$ cat src/rtl/spi_slave.sv
// ---------------------------------------------------------------------------
// spi_slave : SPI mode 0 (CPOL=0, CPHA=0) target, MSB first.
//
// sclk, mosi and cs_n are oversampled on clk through SYNC_STAGES-deep
// synchronisers. Edges come from comparing the synchronised sample with
// the one before it. Received words are presented on rx_data with a
// one-clk rx_valid pulse. A single-entry tx holding buffer, written through
// a tx_load/tx_ready handshake, supplies the byte shifted out on miso.
//
// Ports:
//   clk, rst_n       system clock, async active-low reset
//   sclk, cs_n, mosi SPI pins from the master (asynchronous to clk)
//   miso             serial data to the master (0 outside a frame)
//   tx_data/tx_load  byte for the next word; accepted only while tx_ready=1
//   tx_ready         tx holding buffer empty
//   rx_data          last completed word; held until the next one completes
//   rx_valid         one-clk pulse when rx_data updates
//   busy             frame active (synchronised cs_n low)
//
// Optional build macro SPI_SLAVE_OVERRUN_EN adds:
//   rx_ack           acknowledges the current rx word, clears overrun
//   overrun          sticky: a word completed while the previous one was
//                    still unacknowledged
// ---------------------------------------------------------------------------
module spi_slave #(
  parameter int DATA_WIDTH  = 8,
  parameter int SYNC_STAGES = 2
) (
  input  logic                  clk,
  input  logic                  rst_n,
  input  logic                  sclk,
  input  logic                  cs_n,
  input  logic                  mosi,
  output logic                  miso,
  input  logic [DATA_WIDTH-1:0] tx_data,
  input  logic                  tx_load,
  output logic                  tx_ready,
  output logic [DATA_WIDTH-1:0] rx_data,
  output logic                  rx_valid,
  output logic                  busy
`ifdef SPI_SLAVE_OVERRUN_EN
  ,
  input  logic                  rx_ack,
  output logic                  overrun
`endif
);

  localparam int CW = $clog2(DATA_WIDTH + 1);

  typedef enum logic {IDLE, SHIFT} state_t;

  // ---------------------------------------------------------------------
  // Input synchronisers. cs_n resets to 0 on purpose: if reset lands
  // mid-frame with cs_n held low, no falling edge is seen afterwards, so
  // the frame only resumes once cs_n has gone high and low again.
  // ---------------------------------------------------------------------
  logic [SYNC_STAGES-1:0] sclk_sync, mosi_sync, cs_sync;
  logic                   sclk_prev, cs_prev;
  logic                   sclk_s, mosi_s, cs_s;
  logic                   sclk_rise, sclk_fall, cs_fall, cs_rise;

  always_ff @(posedge clk or negedge rst_n) begin
    if (!rst_n) begin
      sclk_sync <= '0;
      mosi_sync <= '0;
      cs_sync   <= '0;
      sclk_prev <= 1'b0;
      cs_prev   <= 1'b0;
    end else begin
      sclk_sync <= {sclk_sync[SYNC_STAGES-2:0], sclk};
      mosi_sync <= {mosi_sync[SYNC_STAGES-2:0], mosi};
      cs_sync   <= {cs_sync[SYNC_STAGES-2:0], cs_n};
      sclk_prev <= sclk_sync[SYNC_STAGES-1];
      cs_prev   <= cs_sync[SYNC_STAGES-1];
    end
  end

  assign sclk_s    = sclk_sync[SYNC_STAGES-1];
  assign mosi_s    = mosi_sync[SYNC_STAGES-1];
  assign cs_s      = cs_sync[SYNC_STAGES-1];
  assign sclk_rise =  sclk_s & ~sclk_prev;
  assign sclk_fall = ~sclk_s &  sclk_prev;
  assign cs_fall   = ~cs_s   &  cs_prev;
  assign cs_rise   =  cs_s   & ~cs_prev;

  // ---------------------------------------------------------------------
  // Frame FSM
  // ---------------------------------------------------------------------
  state_t state, state_nxt;

  always_ff @(posedge clk or negedge rst_n) begin
    if (!rst_n) state <= IDLE;
    else        state <= state_nxt;
  end

  always_comb begin
    state_nxt = state;
    case (state)
      IDLE:    if (cs_fall) state_nxt = SHIFT;
      SHIFT:   if (cs_rise) state_nxt = IDLE;
      default: state_nxt = IDLE;
    endcase
  end

  assign busy = (state == SHIFT);

  // ---------------------------------------------------------------------
  // Word control
  // ---------------------------------------------------------------------
  logic [CW-1:0]         bit_cnt;
  logic [DATA_WIDTH-1:0] rx_shift, tx_shift, tx_buf;
  logic                  word_full, word_done, word_start, abort;

  // word_full is seen one clk after the last rising edge; that clk both
  // publishes the word and reloads tx for a back-to-back word.
  assign word_full  = (bit_cnt == CW'(DATA_WIDTH));
  assign word_done  = busy && word_full;
  assign word_start = ((state == IDLE) && cs_fall) || (busy && word_full && !cs_rise);
  assign abort      = busy && cs_rise;

  always_ff @(posedge clk or negedge rst_n) begin
    if (!rst_n) begin
      bit_cnt  <= '0;
      rx_shift <= '0;
    end else if (abort || word_done) begin
      bit_cnt  <= '0;
      rx_shift <= abort ? '0 : rx_shift;
    end else if (busy && sclk_rise) begin
      bit_cnt  <= bit_cnt + CW'(1);
      rx_shift <= {rx_shift[DATA_WIDTH-2:0], mosi_s};
    end
  end

  always_ff @(posedge clk or negedge rst_n) begin
    if (!rst_n) begin
      rx_data  <= '0;
      rx_valid <= 1'b0;
    end else begin
      rx_valid <= word_done;
      if (word_done) rx_data <= rx_shift;
    end
  end

  // ---------------------------------------------------------------------
  // Transmit path. A falling edge with bit_cnt==0 is the one that follows
  // the last bit of a word: the reload has already put the next word's
  // MSB on miso, so it must not be shifted away.
  // ---------------------------------------------------------------------
  always_ff @(posedge clk or negedge rst_n) begin
    if (!rst_n) begin
      tx_shift <= '0;
      miso     <= 1'b0;
    end else if (abort) begin
      tx_shift <= '0;
      miso     <= 1'b0;
    end else if (word_start) begin
      tx_shift <= tx_ready ? '0   : tx_buf;
      miso     <= tx_ready ? 1'b0 : tx_buf[DATA_WIDTH-1];
    end else if (busy && sclk_fall && (bit_cnt != '0)) begin
      tx_shift <= {tx_shift[DATA_WIDTH-2:0], 1'b0};
      miso     <= tx_shift[DATA_WIDTH-2];
    end
  end

  // Holding buffer. A word start that drains a full buffer cannot collide
  // with an accepted tx_load, since tx_load is only taken while empty.
  always_ff @(posedge clk or negedge rst_n) begin
    if (!rst_n) begin
      tx_buf   <= '0;
      tx_ready <= 1'b1;
    end else if (word_start && !tx_ready) begin
      tx_ready <= 1'b1;
    end else if (tx_load && tx_ready) begin
      tx_buf   <= tx_data;
      tx_ready <= 1'b0;
    end
  end

`ifdef SPI_SLAVE_OVERRUN_EN
  // rx_pending marks an unacknowledged word. An ack arriving in the same
  // clk as a completion acknowledges the older word, so no overrun.
  logic rx_pending;

  always_ff @(posedge clk or negedge rst_n) begin
    if (!rst_n) begin
      rx_pending <= 1'b0;
      overrun    <= 1'b0;
    end else if (word_done) begin
      rx_pending <= 1'b1;
      if (rx_pending && !rx_ack) overrun <= 1'b1;
      else if (rx_ack)           overrun <= 1'b0;
    end else if (rx_ack) begin
      rx_pending <= 1'b0;
      overrun    <= 1'b0;
    end
  end
`endif

endmodule

$ cat config.mk
export PLATFORM = sky130hd
export DESIGN_NAME = spi_slave
export DESIGN_NICKNAME = d
export VERILOG_FILES = /design/src/rtl/spi_slave.sv
export SDC_FILE = /design/constraint.sdc
export NUM_CORES = 1
export LEC_CHECK = 0
export ABC_AREA = 1
export ABC_CLOCK_PERIOD_IN_PS = 2500
export BUFFER_PORTS_ARGS = -buffer_cell sky130_fd_sc_hd__buf_2
export CAP_MARGIN = 20
export CORE_MARGIN = 5
export CORE_UTILIZATION = 40
export DETAILED_ROUTE_END_ITERATION = 6
export GPL_ROUTABILITY_DRIVEN = 1
export PLACE_DENSITY = 0.6
export SLEW_MARGIN = 0
export SYNTH_ARGS = -nofsm -noshare
export SYNTH_HDL_FRONTEND = slang
export SYNTH_SLANG_ARGS = --single-unit
export TNS_END_PERCENT = 10
$ cat constraint.sdc
create_clock -name clk -period 2.5 [get_ports clk]
set_clock_uncertainty 0.1 [all_clocks]
set_input_delay 0.25 -clock clk [delete_from_list [all_inputs] [get_ports clk]]
set_output_delay 0.25 -clock clk [all_outputs]
set_load 0.01 [all_outputs]
Yosys cells after proc, flatten, opt, wreduce, memory -nomap -nowiden
Cells that the tools add are included.

word-level totals
  register bits = 47
  output and inout port bits = 12
  logic and storage cells = 64

operators by class
  $add $sub $neg = 1
  eq/ne operators = 2
  muxes and demuxes = 18
  bitwise operators = 10
  reduce and logical (&&, ||, !) cells = 19

operators with widths
  kind                                                            number
  7-bit two-way mux                                               4
  8-bit two-way mux                                               3
  1-bit logical AND                                               9
  1-bit two-way mux                                               8
  4-bit two-way mux                                               2
  1-bit NOT                                                       6
  4-bit by 1-bit adder with 4-bit output (second input constant)  1
  1-bit bitwise AND                                               4
  4-bit == test (second input constant)                           1
  2-bit AND reduction                                             2
  2-bit nonzero test                                              2
  4-bit nonzero test                                              1
  3-bit nonzero test                                              1
  1-bit zero test                                                 2
  1-bit logical OR                                                2
  2-bit != test (second input constant)                           1
  1-bit case mux with 2 select lines                              1

Depth between registers and ports, before layout
Gate-level depths: netlist (run 1).

  depth after elaboration = 8
  depth in mapped cells = 10

Worst setup path after synthesis (run 1)
Ideal clock, no wire load.

  path kind = register to register
  start point = reg bit_cnt[0]
  end point = reg tx_shift[0]
  arrival = 1.276 ns
  required time = 2.278 ns
  path slack = 1.002 ns
  stages on the path, launching flop included = 11
  cell sequence = dfrtp_1 -> inv_1 -> ha_1 -> inv_1 -> nor2_2 -> nand2_2 -> nand2_4 -> nand2_2 -> buf_4 -> nand3_1 -> o21ai_1

between the ends
  word-level cells in the longest chain between the ends = 6
  elaborated cells between the ends (all ways) = 9
  those cells by class = eq/ne: 1; mux: 2; reduce/logical: 6

ends and longest elaborated chain
  element                          line  RTL
  from (decl)                      110   logic [CW-1:0] bit_cnt;
  from (signal assigned)           129   bit_cnt <= bit_cnt + CW'(1);
  4-bit == test                    116   assign word_full = (bit_cnt == CW'(DATA_WIDTH));
  1-bit logical AND (2 in series)  118   assign word_start = ((state == IDLE) && cs_fall) || (busy && word_full && !cs_rise);
  1-bit logical OR                 118
  7-bit two-way mux                156   end else if (word_start) begin
  7-bit two-way mux                153   end else if (abort) begin
  to (signal assigned)             157   tx_shift <= tx_ready ? '0 : tx_buf;
  to (signal assigned)             160   tx_shift <= {tx_shift[DATA_WIDTH-2:0], 1'b0};
  to (decl)                        111   logic [DATA_WIDTH-1:0] rx_shift, tx_shift, tx_buf;

Parallel ways exist; a longest one is shown, timed or not.
A chain may end at the register's enable or synchronous reset.

Worst setup path in the final report (run 1)
  start point = reg bit_cnt[0]
  end point = reg tx_shift[6]

The elaborated chain is that of the path after synthesis.

==> flow_summary.ini, run 1 <==
[cts]
cts_root_buf = clkbuf_8
clock_latency_ns = 0.30
clk_path_buf_depth = 2
clock-sinks = 47
post-cts-setup-buffers = 0
h-tree-depth = 2
cts_buffers = 5
clkTransAtPathRegs_ns = 0.09
cts_tree = done

[synth]
avgSynthCellArea_sq_um = 9.57
synth-main-ff-cell = dfrtp_1
muxShareOfSynthArea_pct = 0.540
synth_most_common_cell = dfrtp_1
synth_top_family_by_area = simple AND/OR/NAND/NOR gates
synthAdderAreaFrac_pct = 1.20
synth_fp_nets = 234
synthArstFlopShare_pct = 100
synth-simple-area-share_pct = 24.7
synth_seq_cells = 47
syn_inst = 218
synth-edff-count = 0
synth_top_cell_area_share_pct = 55.2
synthTopCellsByCount = dfrtp_1, nand2_1, nand3_1
ys_warn_count = 0
synth_area_sq_um = 2090
ys_top_cells_by_area = dfrtp_1, nand2_1, nand3_1
synth_cell_types = 27
synth_compound_area_share_pct = 9.60
ys_seq_area_share_pct = 56.4
yosysTopAreaCell = dfrtp_1
synthXorXnorAreaFrac_pct = 0.420

[final_layout]
n_antenna_cell = 0
fin_util_pct = 48.0
multi_input_area_sq_um = 759
area_growth_pct = 16.7
ff_latch_area_sq_um = 1180
fin_cells = 321
num-fill-cells = 522
nNetsFinal = 266
drive_gt1_share_pct = 25.1

[grt]
grt_pass1_vias = 1377
grt_start_max_net_pins = 48
gr-usage-all-layers_pct = 12.3
grt_first_pass_wirelength_um = 6410
grt_overflow = 0
antenna_found_initial = 0

[detailed_routing]
drtIter0Drc = 120
met2WireLength_um = 1560
drc = 0
first_pass_iters = 5
wl_per_cell_um = 11.2
avgViaCountPerCell = 4.49
drt-total-wl_um = 3580
top_layer = met4
met1_length_um = 1860
vias = 1441
dr_wl_met3_um = 106
ant_nets = 0

[critical_path]
cp-start-kind = flip-flop
critPathSlowestCell = dfrtp_1
path_class = reg -> reg
slowest_delay_ns = 0.43
required_ns = 2.64
cp_data_arrival_time_ns = 1.86
cp_cell_sequence = inv_1, ha_1, inv_1, nor2_2, nand2_2, nand2_4, nand2_2, nand2_2, nand3_1, nand2_1
cpMostUsedCell = nand2_2
crit_path_end_kind = flip-flop
worstPathMaxFanout = 11

[timing]
fin_ws_ns = 0.779
finalCritPeriodShare_pct = 68.8
maxSlewHeadroom_pct = 69.4
finalMaxSlewViolations = 0
period_needed_ns = 1.72
hold_violations = 0
fmax_mhz = 581
fin_tns_setup_ns = 0
setup-violations-final = 0
worst_pin_slew_ns = 0.457
rsz0062_at_grt = false

[status]
status = complete, no violations

[floorplanning]
die_area_sq_um = 6760
start_util_pct = 41.1
die_y_um = 82.2
die_x_um = 82.2
coreArea_sq_um = 5070
ios = 26
row_count = 26

[power]
power_density_nw_per_um2 = 850
pwr-share-seq_pct = 49.1
p_sw_share_pct = 31.5
power.internal_mw = 1.42
p_total_mw = 2.07
p_clk_share_pct = 27.6
p_leak_nw = 1.25
power_frac_comb_pct = 23.3
vdd.ir_drop.worst_mv = 0.472
p_sw_uw = 651

[place]
dp.cells = 309
place_congestion = 0.804
io_buffers = 25
post-dp-hpwl_um = 2480
dpl_worst_slack_ns = 0.801

[min_path]
hold_class = in -> reg

[job]
cap_violations = 0
-- routing by layer --
metal  track usage (%)  up-vias
met5                 0        -
met2              17.9       12
met4              4.98        0
li1                  -      757
met1              17.5      667
met3              3.04        5
-- critical path: cells and delay by family, from the launching register on --
family / cells / cell delay, ns
buffers and inverters: 2 / 0.12
adders and majority gates: 1 / 0.16
and+or+nand+nor: 7 / 0.84
DFF: 1 / 0.43
-- power groups by stage --
stage,registers (mW),clock network [mW],logic [mW]
final,1.02,0.571,0.481
after global placement,1.03,0,0.481
after floorplan,1.01,0,0.387
after global routing,1.04,0.623,0.562
after CTS,1.02,0.590,0.493
after detailed placement,1.03,0,0.488
-- sequential cells by signal (all words and copies together), names as in the netlist --
register	flops
cs_sync	2
rx_data	8
bit_cnt	4
sclk_prev	1
rx_shift	8
mosi_sync	2
tx_buf	8
tx_shift	7
sclk_sync	2
cs_prev	1
rx_valid	1
miso	1
busy	1
tx_ready	1
-- worst paths after layout --
check / from / endpoint / slack, ns / depth (start not counted)
hold reg to reg: cs_sync[0]$_DFF_PN0_ / cs_sync[1]$_DFF_PN0_ / 0.26 / 0
setup / recovery: bit_cnt[0]$_DFFE_PN0P_ / tx_shift[6]$_DFFE_PN0P_ / 0.78 / 10
max in group asynchronous: rst_n / tx_ready$_DFFE_PN1P_ / 1.65 / 3
min in group asynchronous: rst_n / rx_data[3]$_DFFE_PN0P_ / 0.35 / 3
hold / removal: tx_data[0] / tx_buf[0]$_DFFE_PN0P_ / 0.08 / 2
setup reg to reg: bit_cnt[0]$_DFFE_PN0P_ / tx_shift[6]$_DFFE_PN0P_ / 0.78 / 10
-- final cells by class --
cell class                 count  share of cell area [%]
clock buffer                   5                    2.83
clock inverter                 3                    1.95
inverter                      27                    4.16
multi-input combinational    138                    31.2
sequential                    47                    48.4
tap                           70                    3.60
timing repair buffer          31                    7.91
-- layout by cell type (no fill, tap or decap), types with 2 or more instances in the layout --
cell	Yosys	routed
a21oi_4	2	2
a21oi_1	7	7
inv_1	24	24
nor2_1	20	20
o21ai_1	3	3
inv_2	3	3
nand2_2	5	5
dfrtp_1	46	46
o21ai_2	8	8
nand2_1	42	42
ha_1	2	2
o21ai_0	8	8
nor2_4	2	2
dlygate4sd3_1	0	4
nand3_1	30	30
buf_2	2	25
clkbuf_8	0	5
-- through the flow --
step / hold slack (ns) / cell area [sq um]
2_1_floorplan: -0.146 / 2090
3_3_place_gp: 0.151 / 2280
3_5_place_dp: 0.152 / 2280
4_1_cts: 0.0753 / 2430
5_1_grt: 0.0802 / 2430
6_report: 0.0837 / 2430
-- logic make-up (layout without fill, tap and decap cells) --
family	after synthesis	count (layout)
and+or+nand+nor	105	105
xor gates and xnor gates	1	1
AOI/OAI and AO/OA	29	29
muxes	1	1
adders and majority gates	2	2
buffers and inverters	33	66
DFF	47	47
-- what timing repair did --
item,in CTS,in global routing
resized for setup,0,0
endpoints found under the hold margin,49,0
hold buffers,4,0
(Power assumes the default switching activity.)
==> run 2: changes to the inputs <==
- ABC_CLOCK_PERIOD_IN_PS: 2500 -> 1530
- PLACE_DENSITY: 0.6 -> 0.62
- clock period: 2.5 -> 1.53 ns (I/O delays scaled with it)
==> run 2 against run 1 <==
  * The flow now finishes with violations (setup timing)
  * Final cell count up 5.0%
  * Core utilization up 3.7 points
  * Fmax up 10%
  * Power up 73%
  * Design area up 7.8%
  * Largest cell class unchanged
==> flow_summary.ini, run 2 (synthesis results as in run 1) <==
[cts]
h-tree-depth = 2
clock_latency_ns = 0.30
clkTransAtPathRegs_ns = 0.08
cts_tree = done
cts_buffers = 5
clock-sinks = 47
clk_path_buf_depth = 2
post-cts-setup-buffers = 0
cts_root_buf = clkbuf_8

[critical_path]
crit_path_end_kind = flip-flop
cp-start-kind = flip-flop
cp_cell_sequence = inv_2, ha_4, inv_2, nor2_4, nand2_4, buf_12, a21oi_4, nand2_1, o21ai_2
path_class = reg -> reg
cp_data_arrival_time_ns = 1.69
required_ns = 1.66
slowest_delay_ns = 0.39
r2r_start = bit_cnt[1]$_DFFE_PN0P_
worstPathMaxFanout = 8
cpMostUsedCell = inv_2
ff2ff_path_depth = 9
r2r_end = rx_shift[6]$_DFFE_PN0P_
cp-endpoint = rx_shift[6]$_DFFE_PN0P_
reg2reg_slack_ns = -0.03
crit_start = bit_cnt[1]$_DFFE_PN0P_
critPathSlowestCell = dfrtp_1

[floorplanning]
start_util_pct = 41.1
die_x_um = 82.2
ios = 26
row_count = 26
die_area_sq_um = 6760
die_y_um = 82.2
coreArea_sq_um = 5070

[final_layout]
final_cell_mix = dfrtp_1, nand2_1, nand3_1, buf_2, inv_1
nNetsFinal = 282
drive_gt1_share_pct = 30.0
area_growth_pct = 25.9
fin_cells = 337
num-fill-cells = 491
n_antenna_cell = 0
reg_top3 = rx_data x8, rx_shift x8, tx_buf x8
mostFrequentLayoutCell = dfrtp_1

[place]
dpl_worst_slack_ns = -0.0373
place_congestion = 0.837
post-dp-hpwl_um = 2710
io_buffers = 25
dp.cells = 321

[detailed_routing]
vias = 1501
drtIter0Drc = 107
first_pass_iters = 4
drt-total-wl_um = 3840
wl_per_cell_um = 11.4
drc = 0
ant_nets = 0
avgViaCountPerCell = 4.45

[power]
p_leak_nw = 1.33
power_density_nw_per_um2 = 1360
vdd.ir_drop.worst_mv = 0.763
p_total_mw = 3.57

[min_path]
hold_class = in -> reg

[grt]
grt_overflow = 0
grt_first_pass_wirelength_um = 6770
gr-usage-all-layers_pct = 13.2
grt_pass1_vias = 1455
grt_start_max_net_pins = 28
antenna_found_initial = 0

[timing]
worst_pin_slew_ns = 0.493
fin_tns_setup_ns = -0.189
setup-violations-final = 7
finalMaxSlewViolations = 0
rsz0062_at_grt = true
period_needed_ns = 1.56
hold_violations = 0
fmax_mhz = 640
finalCritPeriodShare_pct = 102
fin_ws_ns = -0.0321
maxSlewHeadroom_pct = 67.1
fin_worst_hold_slack_ns = 0.0152

[job]
cap_violations = 0

[status]
violations = setup timing
status = complete, but fails checks
run 2: cell count changes in the layout (fill, tap and decap cells not counted), sizes merged:
cell and delta:
buf +12, clkbuf +2, dlygate4sd3 +4, inv -1, clkinv -1
run 2: final cells by class:
| cell class | count | area [sq um] | area share [%] |
|---|---|---|---|
| Inverter | 27 | 104 | 3.96 |
| Sequential cell | 47 | 1180 | 44.9 |
| Tap cell | 70 | 87.6 | 3.34 |
| Timing Repair Buffer | 47 | 339 | 12.9 |
| Clock buffer | 7 | 76.3 | 2.91 |
| Multi-Input combinational cell | 138 | 811 | 30.9 |
| Clock inverter | 1 | 30.0 | 1.14 |
run 2: critical path: cells and delay by family, from the launching register on:
family | cells | cell delay [ns]
flops | 1 | 0.39
compound gates | 2 | 0.32
simple gates | 3 | 0.31
buf+inv | 3 | 0.25
fa+ha+maj | 1 | 0.13
run 2: worst min-delay path by stage:
stage | startpoint | endpoint | slack [ns] | cells past startpoint
after CTS | tx_data[3] | tx_buf[3]$_DFFE_PN0P_ | 0.007 | 3
after detailed placement | rst_n | rx_data[2]$_DFFE_PN0P_ | 0.05 | 1
after global routing | tx_data[5] | tx_buf[5]$_DFFE_PN0P_ | 0.03 | 3
final | tx_data[3] | tx_buf[3]$_DFFE_PN0P_ | 0.02 | 3
after global placement | rst_n | rx_data[2]$_DFFE_PN0P_ | 0.06 | 1
after floorplan | rst_n | bit_cnt[0]$_DFFE_PN0P_ | -0.24 | 0
run 2: where the power goes:
group          switching (mW)  internal [mW]  total, mW  leakage [nW]
logic                   0.592          0.462       1.05         0.680
clock network           0.395          0.489      0.884        0.0524
registers               0.128           1.50       1.63         0.601
run 2: metal layers:
layer  vias up  share of wire (%)  wire length, um  global-route usage (%)
met2        15                 46             1760                    19.6
met1       690                 50             1930                    18.5
met4         0                1.1               44                    4.49
met5         -                  0                0                       0
met3         5                2.7              104                    3.47
li1        791                  -                -                       -
run 2: per-stage QoR:
step | area [sq um] | utilization (%)
finish | 2630 | 51.7
global route | 2630 | 51.7
CTS | 2580 | 50.8
detailed placement | 2380 | 46.9
global placement | 2380 | 46.9
floorplan | 2090 | -
run 2: timing repair:
action	CTS	global route
pin swaps	2	10
hold endpoints to repair	26	0
cloned	0	0
setup endpoints to repair	22	27
resized for setup	2	14
hold buffers	8	0
